File: src/rtl/corrosion_grid_pkg.sv
// corrosion_grid_pkg: shared geometry defaults and emitter state encodings for corrosion_grid.
package corrosion_grid_pkg;
    localparam int CORROSION_DX        = 40;
    localparam int CORROSION_DY        = 30;
    localparam int CORROSION_SIZE_LOG2 = 3;
    localparam int CORROSION_GAP       = 8;
    typedef enum logic [2:0] {
        S_IDLE = 3'b001,
        S_EMIT = 3'b010,
        S_WAIT = 3'b100
    } state_t;
endpackage

File: src/rtl/corrosion_row_fifo.sv
// corrosion_row_fifo: 2-deep ping-pong buffer of cell rows; a write into a full buffer is dropped
// unless the reader releases an entry in the same cycle.
module corrosion_row_fifo #(
    parameter int DX = 40
) (
    input  logic          clk,
    input  logic          rst_n,
    input  logic          clr,
    input  logic          wr,
    input  logic [DX-1:0] wdata,
    input  logic          rd,
    output logic [DX-1:0] rdata,
    output logic          full,
    output logic          empty,
    output logic          drop
);
    logic [DX-1:0] mem [2];
    logic          wp, rp, wr_ok, rd_ok;
    logic [1:0]    cnt;
    assign full  = cnt == 2'd2;
    assign empty = cnt == 2'd0;
    assign drop  = wr && full && !rd;
    assign wr_ok = wr && !drop;
    assign rd_ok = rd && !empty;
    assign rdata = mem[rp];
    always_ff @(posedge clk) begin
        if (!rst_n || clr) begin
            wp     <= 1'b0;
            rp     <= 1'b0;
            cnt    <= 2'd0;
            mem[0] <= '0;
            mem[1] <= '0;
        end else begin
            if (wr_ok) begin
                mem[wp] <= wdata;
                wp      <= ~wp;
            end
            if (rd_ok) rp <= ~rp;
            cnt <= cnt + 2'(wr_ok) - 2'(rd_ok);
        end
    end
endmodule

File: src/rtl/corrosion_grid.sv
// corrosion_grid: reduces each CELL x CELL pixel block to a thresholded cell bit and emits the grid as paced strobes.
// Define CORROSION_ERODE_EN to apply 1x3 horizontal erosion to each cell row before buffering.
module corrosion_grid
    import corrosion_grid_pkg::*;
#(
    parameter int CELL_LOG2 = CORROSION_SIZE_LOG2,
    parameter int DX        = CORROSION_DX,
    parameter int DY        = CORROSION_DY,
    parameter int GAP       = CORROSION_GAP,
    parameter int ACC_W     = 7
) (
    input  logic             sys_clk,
    input  logic             sys_rst_n,
    input  logic             i_vsync,
    input  logic             i_de,
    input  logic             i_bin,
    input  logic [ACC_W-1:0] i_thresh,
    output logic             o_valid,
    output logic             o_wb,
    output logic             o_frame_done,
    output logic             o_ovf
);
    localparam int W   = DX << CELL_LOG2;
    localparam int H   = DY << CELL_LOG2;
    localparam int PXW = $clog2(W);
    localparam int PYW = $clog2(H);
    localparam int KW  = PXW - CELL_LOG2;
    localparam int CW  = $clog2(DX);
    localparam int RW  = $clog2(DY + 1);
    localparam int GW  = $clog2(GAP);

    logic [PXW-1:0]   px;
    logic [PYW-1:0]   py;
    logic             eof, de_ok, px_last, close, full, empty, drop, rd, avail;
    logic             wait_end, row_end, frame_end, wb_q;
    logic [ACC_W-1:0] acc [DX];
    logic [DX-1:0]    raw, row_bits, rdata;
    logic [CW-1:0]    col;
    logic [RW-1:0]    r;
    logic [GW-1:0]    wcnt;
    state_t           state, next;

    // eof blocks pixels beyond the last frame row until the next vsync
    assign de_ok     = i_de && !i_vsync && !eof;
    assign px_last   = px == PXW'(W - 1);
    assign close     = de_ok && px_last && &py[CELL_LOG2-1:0];
    assign avail     = !empty || (close && !full);
    assign wait_end  = wcnt == GW'(GAP - 2);
    assign row_end   = col == CW'(DX - 1);
    assign frame_end = state == S_WAIT && wait_end && r == RW'(DY);
    assign o_valid   = state == S_EMIT;
    assign o_wb      = o_valid ? rdata[col] : wb_q;

    always_ff @(posedge sys_clk) begin
        if (!sys_rst_n || i_vsync) begin
            px  <= '0;
            py  <= '0;
            eof <= 1'b0;
            for (int k = 0; k < DX; k++) acc[k] <= '0;
        end else if (de_ok) begin
            px <= px_last ? '0 : px + 1'b1;
            if (px_last) begin
                py  <= py == PYW'(H - 1) ? '0 : py + 1'b1;
                eof <= py == PYW'(H - 1);
            end
            for (int k = 0; k < DX; k++)
                if (close) acc[k] <= '0;
                else if (i_bin && px[PXW-1:CELL_LOG2] == KW'(k) && acc[k] != '1) acc[k] <= acc[k] + 1'b1;
        end
    end

    // the last cell's closing pixel has not reached its accumulator yet
    always_comb begin
        raw = '0;
        for (int k = 0; k < DX; k++)
            raw[k] = ({1'b0, acc[k]} + {{ACC_W{1'b0}}, (k == DX - 1) && i_bin}) >= {1'b0, i_thresh};
    end

`ifdef CORROSION_ERODE_EN
    assign row_bits = raw & (raw << 1) & (raw >> 1);
`else
    assign row_bits = raw;
`endif

    corrosion_row_fifo #(.DX(DX)) u_fifo (
        .clk   (sys_clk),
        .rst_n (sys_rst_n),
        .clr   (i_vsync),
        .wr    (close),
        .wdata (row_bits),
        .rd    (rd),
        .rdata (rdata),
        .full  (full),
        .empty (empty),
        .drop  (drop)
    );

    always_ff @(posedge sys_clk) state <= !sys_rst_n ? S_IDLE : next;

    always_comb begin
        next = state;
        rd   = 1'b0;
        if (i_vsync) next = S_IDLE;
        else
            case (state)
                S_IDLE:  next = avail ? S_EMIT : S_IDLE;
                S_EMIT: begin
                    next = S_WAIT;
                    rd   = row_end;
                end
                S_WAIT:  if (wait_end) next = (!frame_end && avail) ? S_EMIT : S_IDLE;
                default: next = S_IDLE;
            endcase
    end

    always_ff @(posedge sys_clk) begin
        if (!sys_rst_n || i_vsync) begin
            col          <= '0;
            r            <= '0;
            wcnt         <= '0;
            o_frame_done <= 1'b0;
            o_ovf        <= 1'b0;
            if (!sys_rst_n) wb_q <= 1'b0;
        end else begin
            o_frame_done <= frame_end;
            if (drop) o_ovf <= 1'b1;
            if (o_valid) begin
                wb_q <= rdata[col];
                col  <= row_end ? '0 : col + 1'b1;
                if (row_end) r <= r + 1'b1;
            end
            if (frame_end) r <= '0;
            wcnt <= (state == S_WAIT && !wait_end) ? wcnt + 1'b1 : '0;
        end
    end
endmodule

File: config.mk
export PLATFORM = sky130hd
export DESIGN_NAME = corrosion_grid
export DESIGN_NICKNAME = d
export VERILOG_FILES = /design/src/rtl/corrosion_grid_pkg.sv /design/src/rtl/corrosion_row_fifo.sv /design/src/rtl/corrosion_grid.sv
export SDC_FILE = /design/constraint.sdc
export NUM_CORES = 1
export LEC_CHECK = 0
export ABC_AREA = 1
export CORE_UTILIZATION = 50
export DETAILED_ROUTE_END_ITERATION = 10
export PLACE_DENSITY_LB_ADDON = 0.08
export SYNTH_ARGS = -nofsm -noshare
export SYNTH_HDL_FRONTEND = slang
export SYNTH_SLANG_ARGS = --single-unit
export TNS_END_PERCENT = 20
File: constraint.sdc
create_clock -name sys_clk -period 7.1 [get_ports sys_clk]
set_input_delay 1.065 -clock sys_clk [delete_from_list [all_inputs] [get_ports sys_clk]]
set_output_delay 1.065 -clock sys_clk [all_outputs]
set_load 0.05 [all_outputs]
Word level (Yosys, flattened, before mapping)
Memory sizes are Yosys's and may differ from the RTL's. A register that Yosys moved wholly into a read port is not among the register bits.
Index checks and enable logic that the tools add are counted.
{"block": "word_totals", "register_bits": 42, "latchBits": 0, "ram_bits": 360, "rom_bits": 0, "output_inout_bits": 4, "elab_cells": 699, "n_memories": 2}
{"memory": "acc", "depth": 40, "word_bits": 7, "rd": 40, "rd_clocked_by_memory_dff": 0, "wr": 40, "line_no": "corrosion_grid.sv:36", "source": "logic [ACC_W-1:0] acc [DX];"}
{"memory": "u_fifo.mem", "depth": 2, "word_bits": 40, "rd": 1, "rd_clocked_by_memory_dff": 1, "wr": 2, "line_no": "corrosion_row_fifo.sv:17", "source": "logic [DX-1:0] mem [2];"}
{"block": "op_classes", "addsub": 48, "mul": 0, "div_mod_pow": 0, "n_lt_le_gt_ge": 41, "eq_ne": 90, "n_shift": 0, "mux": 308, "bitwise_logic": 84, "reduce_logical": 113}
{"op": "7-bit two-way mux", "n": 80}
{"op": "7-bit by 1-bit adder with 7-bit output, second input constant", "n": 40}
{"op": "7-bit != test, second input constant", "n": 40}
{"op": "7-bit >= comparator", "n": 39}
{"op": "1-bit two-way mux", "n": 219}
{"op": "6-bit by 5-bit equality test with 1-bit output, second input constant", "n": 16}
{"op": "1-bit logical AND", "n": 93}
{"op": "1-bit bitwise OR", "n": 80}
{"op": "6-bit equality test, second input constant", "n": 9}
{"op": "6-bit by 4-bit equality test with 1-bit output, second input constant", "n": 8}
{"op": "40-bit two-way mux", "n": 1}
{"op": "40-bit OR reduction", "n": 1}
{"op": "6-bit by 3-bit equality test with 1-bit output, second input constant", "n": 4}
{"op": "6-bit by 2-bit equality test with 1-bit output, second input constant", "n": 2}
{"op": "9-bit by 1-bit adder with 9-bit output, second input constant", "n": 1}
{"op": "9-bit equality test, second input constant", "n": 1}
{"op": "1-bit logical NOT", "n": 9}
{"op": "9-bit two-way mux", "n": 1}
{"op": "3-bit one-hot mux with 3 select lines", "n": 1}
{"op": "7-bit by 1-bit adder with 8-bit output", "n": 1}
{"op": "8-bit by 1-bit adder with 8-bit output, second input constant", "n": 1}
{"op": "8-bit equality test, second input constant", "n": 1}
{"op": "8-bit by 7-bit >= comparator with 1-bit output", "n": 1}
{"op": "8-bit two-way mux", "n": 1}
{"op": "other kinds (24)", "n": 34}

Depth between registers and ports, before layout
Gate-level depths: netlist of run 1.
{"block": "depth", "ltp_word": 14, "depth_mapped": 17}

Hierarchy
From an unflattened synthesis of run 1, not the netlist that was laid out.
{"block": "hier_totals", "cells_unflattened": 2887, "hier_area_um2": 26794.4}
{"mod": "corrosion_grid", "n_inst": 1, "cells_each": 2592, "area_each_um2": 23147.2, "seq_area_each_um2": 9178.8}
{"mod": "corrosion_row_fifo", "n_inst": 1, "cells_each": 295, "area_each_um2": 3647.2, "seq_area_each_um2": 2502.4}

Worst setup path before layout of run 1
OpenSTA, ideal clock, no wires.
{"block": "synth_timing", "kind": "input port to flip-flop", "start": "in i_vsync", "end": "mem u_fifo.mem[0][0], enable pin", "setup_ps": 493, "arrival_time_ps": 4746, "path_slack_ps": 1861, "path_stages": 7, "n_path_buf": 0, "cell_sequence": "inv_2 > nand3_2 > inv_2 > nand4_2 > nor2_4 > nand2_4 > o21ai_0"}
{"item": "start: declaration", "line_no": "corrosion_grid.sv:14", "source": "input logic i_vsync,"}
{"item": "end: declaration", "line_no": "corrosion_row_fifo.sv:17"}

==> impl_metrics.json, run 1 <==
{
  "clockRootBuffer": "clkbuf_16",
  "hpwl_um": 41000,
  "pre_cts_ws_ns": 2.52,
  "setup_viol": 0,
  "worst_slack_ns": 2.08,
  "endpoint_kind": "output pin",
  "die_h_um": 230,
  "viasPerCell": 5.37,
  "cts_tree": "done",
  "cpMostUsedCell": "nand2_1",
  "num_vias": 19700,
  "grt_pass1_wl_um": 95600,
  "clockBufferDepth": 3,
  "ys_ff_latch": 403,
  "cts.clk_slew.worst_paths_ns": 0.06,
  "start_kind": "flip-flop",
  "finalHoldViolations": 0,
  "antenna_found_initial": 0,
  "hp-class": "flip-flop to flip-flop",
  "syn_area_mm2": 0.0259,
  "r2r_start": "col[1]$_SDFFE_PP0N_",
  "rsz0062_at_grt": "no",
  "period_minus_slack_ns": 5.02,
  "cp_max_fo": 41,
  "gp_congestion": 0.857,
  "clock.fmax_mhz": 199,
  "grt_pass1_vias": 19000,
  "core_area_mm2": 0.0513,
  "crit_arrival_ns": 3.96,
  "crit_path_top_delay_cell": "inv_1",
  "hold_buffers": 0,
  "die_w_um": 230,
  "yosysSeqAreaShare_pct": 45.1,
  "initial_utilization_pct": 50.5,
  "drc_errors": 0,
  "outcome": "finished clean",
  "cap_viol_max_count": 0,
  "syn2layout_area_growth_pct": 9.60,
  "drtIter0Drc": 1154,
  "min_from": "py[6]$_SDFFE_PP0P_",
  "final_max_slew_viol_count": 0,
  "tightest_slew_ns": 1.15,
  "synth-warning-count": 0,
  "io_pins": 16,
  "std_cell_rows": 83,
  "finalCritPeriodShare_pct": 70.7,
  "syn-num-nets": 3247,
  "port_buffers": 15,
  "h-tree-depth": 2,
  "grt_start_max_net_pins": 43,
  "synth_area_per_cell_um2": 8.93,
  "antenna_left": 0,
  "insertion_delay_ns": 0.58,
  "nNetsFinal": 3291,
  "worstPathCellList": "buf_4, inv_1, nand2_1, nand3_1, nand3_1, nand2_1, nand2_1, nand2_1, nand2_1, nand2_1, inv_1, nand2_1, nand2_1, nand2_1, nand2_1, inv_1, clkdlybuf4s50_1",
  "worst_hold_slack_ns": 0.445,
  "fin_skew_ns": 0.0231,
  "critical-path-max-stage-delay_ns": 0.89,
  "globalRouteTotalUtil_pct": 22.6,
  "tns_ns": 0,
  "cts_sinks": 403,
  "pwr_density_cell_mw_per_mm2": 204,
  "fillers": 4578,
  "wl_per_cell_um": 16.1,
  "cp.required_ns": 6.03,
  "ir_worst_vdd_uv": 185,
  "drt-total-wl_um": 59000,
  "syn_inst": 2903,
  "synth_cell_type_count": 42,
  "cts_buffers": 48,
  "gr-total-overflow": 0,
  "dr.pass1.iters": 5,
  "cts_resized": 0,
  "power_leakage_nw": 11.8,
  "path_class": "flip-flop to output pin",
  "drive_above_1_share_pct": 4.02,
  "post_cts.repair.setup_buffers": 0,
  "dieArea_mm2": 0.0528,
  "diodes": 0,
  "relSlewSlack_pct": 23.0
}
==> kinds of logic after synthesis <==
family,synth area share [%]
AO/OA/AOI/OAI,7.88
XOR/XNOR,2.91
adder cells (fa/ha/maj),16.0
buffers and inverters,5.79
flip-flops,45.1
multiplexers,0.0772
AND/OR/NAND/NOR,22.3
==> metrics by stage <==
stage          utilization [%]  cell area (um2)  total power, mW  instances
4_1_cts                   55.4            28400             5.85       3664
5_1_grt                   55.4            28400             6.03       3664
6_report                  55.4            28400             5.79       3664
3_3_place_gp              52.4            26900             3.35       3577
3_5_place_dp              52.4            26900             3.38       3577
2_1_floorplan                -            25900             3.20       2903
==> placed cells by master (no fill, tap or decap), types with 60 or more instances in the layout <==
cell type	netlist	final
nand3_1	154	154
a21oi_1	179	179
ha_1	332	332
o21ai_0	102	101
nor2_1	513	513
edfxtp_1	361	361
nor3b_1	67	67
nand2_1	459	458
nor3_1	60	60
inv_1	347	341
==> final timing paths <==
check	endpoint	slack (ns)	cells after the start
setup / recovery	o_wb	2.08	17
hold / removal	py[6]$_SDFFE_PP0P_	0.45	1
setup reg to reg	u_fifo.mem[1][11]$_SDFFCE_PN0P_	3.89	10
hold reg to reg	py[6]$_SDFFE_PP0P_	0.45	1
==> power breakdown <==
group,internal [mW],switching [mW],leakage (nW)
Clock,1.47,0.988,0.758
Combinational,0.203,0.365,6.76
Sequential,2.68,0.0831,4.28
==> critical path: cells and delay by family (launching register included) <==
family | cells | cell delay, ns
flip-flops | 1 | 0.29
buffers and inverters | 5 | 2.02
AND/OR/NAND/NOR | 12 | 1.03
==> layout make-up <==
| class | count | area (um2) | area share [%] |
|---|---|---|---|
| clock buffer | 55 | 1250 | 4.40 |
| clock inverter | 32 | 289 | 1.02 |
| inverter | 352 | 1320 | 4.65 |
| multi-input combinational | 2113 | 12800 | 44.9 |
| sequential | 403 | 11700 | 41.1 |
| tap | 680 | 851 | 2.99 |
| timing repair buffer | 29 | 250 | 0.881 |
==> state kept, by name (all words and copies together), names as in the netlist, 2 cells and up, named ones only <==
signal / count
px: 9
py: 8
u_fifo.mem: 80
col: 6
acc: 280
r: 5
wcnt: 3
state: 3
u_fifo.cnt: 2
==> per-layer routing <==
metal	track usage [%]	vias up	share of wire, %
met1	30.8	9156	48
met5	0	-	0
met2	37.9	339	46
met3	2.64	92	3.8
li1	-	10100	-
met4	6.17	0	2.2
==> cell usage after synthesis (all sizes together) <==
cell	instances	area [um2]
nand4	45	294
xnor2	27	236
nand3	155	781
mux2i	2	20.0
o21bai	3	22.5
o21ai	102	510
xor2	59	517
nor2	517	1960
a31oi	1	6.26
o2111ai	5	56.3
o211ai	27	203
dfxtp	42	841
clkinv	1	5.00
edfxtp	361	10800
o21a	3	22.5
nor4	7	50.1
buf	18	115
ha	332	4150
nor3b	67	503
a2111oi	1	8.76
and3	2	12.5
nor3	62	333
nand2	463	1760
a21oi	179	896
clkbuf	17	63.8
or2	11	68.8
a21boi	2	15.0
a211oi	39	293
a221oi	1	8.76
inv	351	1320
nand3b	1	11.3
No activity file was read; power rests on OpenSTA's default activity.
==> run 2, diff against run 1 <==
==> constraint.sdc (replaced) <==
create_clock -name sys_clk -period 5.2 [get_ports sys_clk]
set_input_delay 0.78 -clock sys_clk [delete_from_list [all_inputs] [get_ports sys_clk]]
set_output_delay 0.78 -clock sys_clk [all_outputs]
set_load 0.05 [all_outputs]
==> impl_metrics.json, run 2 (synthesized netlist as in run 1, its figures left out) <==
{
  "path_class": "flip-flop to output pin",
  "reg_top3": "acc (280), u_fifo.mem (80), px (9)",
  "drt-total-wl_um": 60200,
  "grt_start_max_net_pins": 47,
  "drc_errors": 0,
  "tns_ns": 0,
  "r2r_end": "u_fifo.mem[0][24]$_SDFFCE_PN0P_",
  "start_kind": "flip-flop",
  "grt_pass1_vias": 19400,
  "final_cell_mix": "nor2_1 (513), nand2_1 (458), edfxtp_1 (361)",
  "viasPerCell": 5.38,
  "cp.buffers_inverters": 4,
  "rsz0062_at_grt": "no",
  "ir_worst_vdd_uv": 255,
  "final-seq-area_mm2": 0.0117,
  "globalRouteTotalUtil_pct": 23.1,
  "cap_viol_max_count": 0,
  "cp.depth": 11,
  "layout_commonest_cell": "nor2_1",
  "io_pins": 16,
  "relSlewSlack_pct": 19.8,
  "final_max_slew_viol_count": 0,
  "crit_arrival_ns": 3.37,
  "nNetsFinal": 3295,
  "largest_reg_flops": 280,
  "grt_pass1_wl_um": 97800,
  "syn2layout_area_growth_pct": 9.70,
  "power_leakage_nw": 11.8,
  "gp_congestion": 0.861,
  "fillers": 4570,
  "std_cell_rows": 83,
  "p_total_mw": 7.76,
  "cp_max_fo": 41,
  "diodes": 0,
  "endpoint": "o_wb",
  "gr-total-overflow": 0,
  "dieArea_mm2": 0.0528,
  "rr_worst_depth": 10,
  "port_buffers": 15,
  "insertion_delay_ns": 0.60,
  "cts.clk_slew.worst_paths_ns": 0.06,
  "min_from": "wcnt[0]$_SDFF_PP0_",
  "clockBufferDepth": 3,
  "antenna_found_initial": 0,
  "num_vias": 19700,
  "cts_tree": "done",
  "endpoint_kind": "output pin",
  "cp.required_ns": 4.42,
  "period_minus_slack_ns": 4.15,
  "hpwl_um": 41500,
  "worstPathCellList": "buf_4, inv_1, o21ai_0, o21ai_0, o21ai_0, nand2_1, a31oi_1, nand2_1, nand2_1, inv_1, buf_4",
  "core_area_mm2": 0.0513,
  "regMostFlops": "acc",
  "wl_per_cell_um": 16.4,
  "drive_above_1_share_pct": 4.09,
  "fin_skew_ns": 0.0265,
  "finalCritPeriodShare_pct": 79.8,
  "path_delay_family": "buffers and inverters",
  "r2r_start": "col[1]$_SDFFE_PP0N_",
  "multi_input_area_mm2": 0.0128,
  "critical-path-max-stage-delay_ns": 0.65,
  "worst_slack_ns": 1.05,
  "hold_buffers": 0,
  "crit_path_top_delay_cell": "inv_1",
  "pwr_density_cell_mw_per_mm2": 273,
  "cts_resized": 0,
  "setup_viol": 0,
  "cts_buffers": 49,
  "clockRootBuffer": "clkbuf_16",
  "hp-class": "flip-flop to flip-flop",
  "drtIter0Drc": 1036,
  "tightest_slew_ns": 1.20,
  "die_w_um": 230,
  "die_h_um": 230,
  "initial_utilization_pct": 50.5,
  "h-tree-depth": 2,
  "pre_cts_ws_ns": 1.46,
  "dr.pass1.iters": 5,
  "outcome": "finished clean",
  "clock.fmax_mhz": 241,
  "r2r_setup_slack_ns": 2.07,
  "finalHoldViolations": 0,
  "cts_sinks": 403,
  "post_cts.repair.setup_buffers": 0,
  "antenna_left": 0
}
-- run 2: cell count changes in the layout (fill, tap and decap cells not counted), moves of 4 or more --
cell	change
clkbuf_1	+8
clkinv_1	-7
clkinv_2	-4
bufinv_16	-5
clkbuf_8	+5
buf_12	+7
-- run 2: metal layers --
layer	global-route usage, %	vias up	part of all wire, %	wire [um]
met3	3.97	108	4.9	2940
met5	0	-	0	0
met2	38.8	323	46	27700
li1	-	10100	-	-
met4	7.60	0	2.8	1710
met1	30.3	9206	46	27800
-- run 2: area by class of cell --
class                      count  share of cell area [%]
timing repair buffer          32                    1.26
inverter                     352                    4.65
sequential                   403                    41.1
multi-input combinational   2113                    44.9
tap                          680                    2.99
clock inverter                18                   0.387
clock buffer                  68                    4.74
-- run 2: metrics by stage --
| step | area, um2 | utilization (%) | cells | hold slack, ns |
|---|---|---|---|---|
| 6_report | 28400 | 55.4 | 3666 | 0.453 |
| 5_1_grt | 28400 | 55.4 | 3666 | 0.481 |
| 4_1_cts | 28400 | 55.4 | 3666 | 0.453 |
| 3_5_place_dp | 27000 | 52.6 | 3580 | 0.446 |
| 3_3_place_gp | 27000 | 52.6 | 3580 | 0.428 |
| 2_1_floorplan | 25900 | - | 2903 | 0.417 |
-- run 2: worst min path at each step --
stage | to | slack (ns) | cells after the start
floorplan | wcnt[0]$_SDFF_PP0_ | 0.42 | 1
global placement | wcnt[0]$_SDFF_PP0_ | 0.43 | 1
detailed placement | wcnt[0]$_SDFF_PP0_ | 0.45 | 1
CTS | wcnt[0]$_SDFF_PP0_ | 0.45 | 1
global route | wcnt[0]$_SDFF_PP0_ | 0.48 | 1
finish | wcnt[0]$_SDFF_PP0_ | 0.45 | 1
-- run 2: where the power goes --
| part | internal (mW) | leakage, nW | switching [mW] | total [mW] |
|---|---|---|---|---|
| combinational | 0.287 | 6.81 | 0.500 | 0.787 |
| sequential | 3.66 | 4.28 | 0.113 | 3.78 |
| clock | 1.84 | 0.715 | 1.36 | 3.20 |
==> run 3, diff against run 2 <==
==> constraint.sdc (replaced) <==
create_clock -name sys_clk -period 3.64 [get_ports sys_clk]
set_input_delay 0.546 -clock sys_clk [delete_from_list [all_inputs] [get_ports sys_clk]]
set_output_delay 0.546 -clock sys_clk [all_outputs]
set_load 0.05 [all_outputs]
==> impl_metrics.json, run 3 (synthesized netlist as in run 1, its figures left out) <==
{
  "grt_pass1_vias": 19500,
  "drive_above_1_share_pct": 5.12,
  "dieArea_mm2": 0.0528,
  "largest_reg_flops": 280,
  "cp.required_ns": 3.09,
  "final_cells": 3687,
  "diodes": 0,
  "crit_arrival_ns": 2.87,
  "placedCellCount": 3600,
  "power_leakage_nw": 12.0,
  "post_cts.repair.setup_buffers": 0,
  "fin_skew_ns": 0.0209,
  "drtIter0Drc": 1232,
  "placed_area_mm2": 0.0272,
  "endpoint_kind": "output pin",
  "die_w_um": 230,
  "viasPerCell": 5.36,
  "start_kind": "flip-flop",
  "final_cell_mix": "nor2_1 (513), nand2_1 (458), edfxtp_1 (361)",
  "hp-class": "flip-flop to flip-flop",
  "fillers": 4526,
  "period_minus_slack_ns": 3.41,
  "core_area_mm2": 0.0513,
  "die_h_um": 230,
  "io_pins": 16,
  "layout_commonest_cell": "nor2_1",
  "cap_viol_max_count": 0,
  "std_cell_rows": 83,
  "cts_buffers": 47,
  "gr-total-overflow": 0,
  "rsz0062_at_grt": "no",
  "grt_start_max_net_pins": 42,
  "path_class": "flip-flop to output pin",
  "num_vias": 19800,
  "cts_tree": "done",
  "pwr_density_cell_mw_per_mm2": 397,
  "syn2layout_area_growth_pct": 10.9,
  "cp_max_fo": 13,
  "fin_area_mm2": 0.0287,
  "cts.clk_slew.worst_paths_ns": 0.06,
  "clockBufferDepth": 3,
  "regMostFlops": "acc",
  "cts_sinks": 403,
  "pre_cts_ws_ns": 0.370,
  "utilization_pct": 56.0,
  "p_total_mw": 11.4,
  "insertion_delay_ns": 0.59,
  "initial_utilization_pct": 50.5,
  "wl_per_cell_um": 16.3,
  "worst_hold_slack_ns": 0.450,
  "setup_viol": 0,
  "antenna_found_initial": 0,
  "dr.pass1.iters": 5,
  "antenna_left": 0,
  "clock.fmax_mhz": 293,
  "outcome": "finished clean",
  "gp_congestion": 0.805,
  "reg_top3": "acc (280), u_fifo.mem (80), px (9)",
  "clockRootBuffer": "clkbuf_16",
  "relSlewSlack_pct": 39.1,
  "globalRouteTotalUtil_pct": 23.3,
  "grt_pass1_wl_um": 98300,
  "drc_errors": 0,
  "worst_slack_ns": 0.227,
  "hpwl_um": 41300,
  "final_max_slew_viol_count": 0,
  "tns_ns": 0,
  "drt-total-wl_um": 60200,
  "ir_worst_vdd_uv": 386,
  "port_buffers": 15,
  "nNetsFinal": 3313,
  "tightest_slew_ns": 0.911,
  "h-tree-depth": 2,
  "finalHoldViolations": 0,
  "finalCritPeriodShare_pct": 93.8
}
## run 3: changes by cell type in the layout (fill, tap and decap cells not counted)
cell / delta
buf_4: +17
clkbuf_1: -7
clkinv_2: +6
bufinv_16: +4
clkinv_1: -4
clkinvlp_4: +3
buf_12: +2
inv_6: -2
buf_6: +1
clkinv_4: +1
o21ai_0: -1
o21ai_1: +1
## run 3: final timing paths
kind                              endpoint  cells after the start                start  slack [ns]
hold reg to reg         py[6]$_SDFFE_PP0P_                      1   py[6]$_SDFFE_PP0P_        0.45
hold / removal          py[6]$_SDFFE_PP0P_                      1   py[6]$_SDFFE_PP0P_        0.45
setup reg to reg  acc[4][25]$_SDFFCE_PP0P_                      8   px[3]$_SDFFE_PP0N_        0.85
setup / recovery                      o_wb                     14  col[1]$_SDFFE_PP0N_        0.23
## run 3: final cells by class
cell class | instances | area (um2) | area share [%]
Tap cell | 680 | 851 | 2.96
Multi-Input combinational cell | 2113 | 12800 | 44.4
Inverter | 352 | 1320 | 4.60
Clock inverter | 26 | 259 | 0.901
Sequential cell | 403 | 11700 | 40.6
Timing Repair Buffer | 52 | 537 | 1.87
Clock buffer | 61 | 1320 | 4.60
## run 3: critical path, cell delays in order, from the launching register on
cell and delay [ns]:
dfxtp_1 0.69, inv_1 0.41, nand3_1 0.19, nand2_1 0.10, nand2_1 0.07, nand2_1 0.05, nand2_1 0.05, nand2_1 0.05
inv_1 0.04, nand2_1 0.05, nand2_1 0.05, nand2_1 0.07, nand2_1 0.19, inv_1 0.07, buf_4 0.19
## run 3: power breakdown
part	total [mW]	internal, mW	switching (mW)
logic	1.15	0.428	0.717
registers	5.39	5.23	0.160
clock network	4.86	2.91	1.95
## run 3: routing by layer
metal / global-route usage [%] / part of all wire [%]
met1: 31.3 / 47
met3: 3.14 / 3.8
met2: 39.3 / 46
met5: 0 / 0
met4: 6.23 / 2.4
## run 3: timing repair
action | CTS | global route
setup endpoints to repair | 0 | 1
hold buffers | 0 | 0
gates resized for setup | 0 | 2
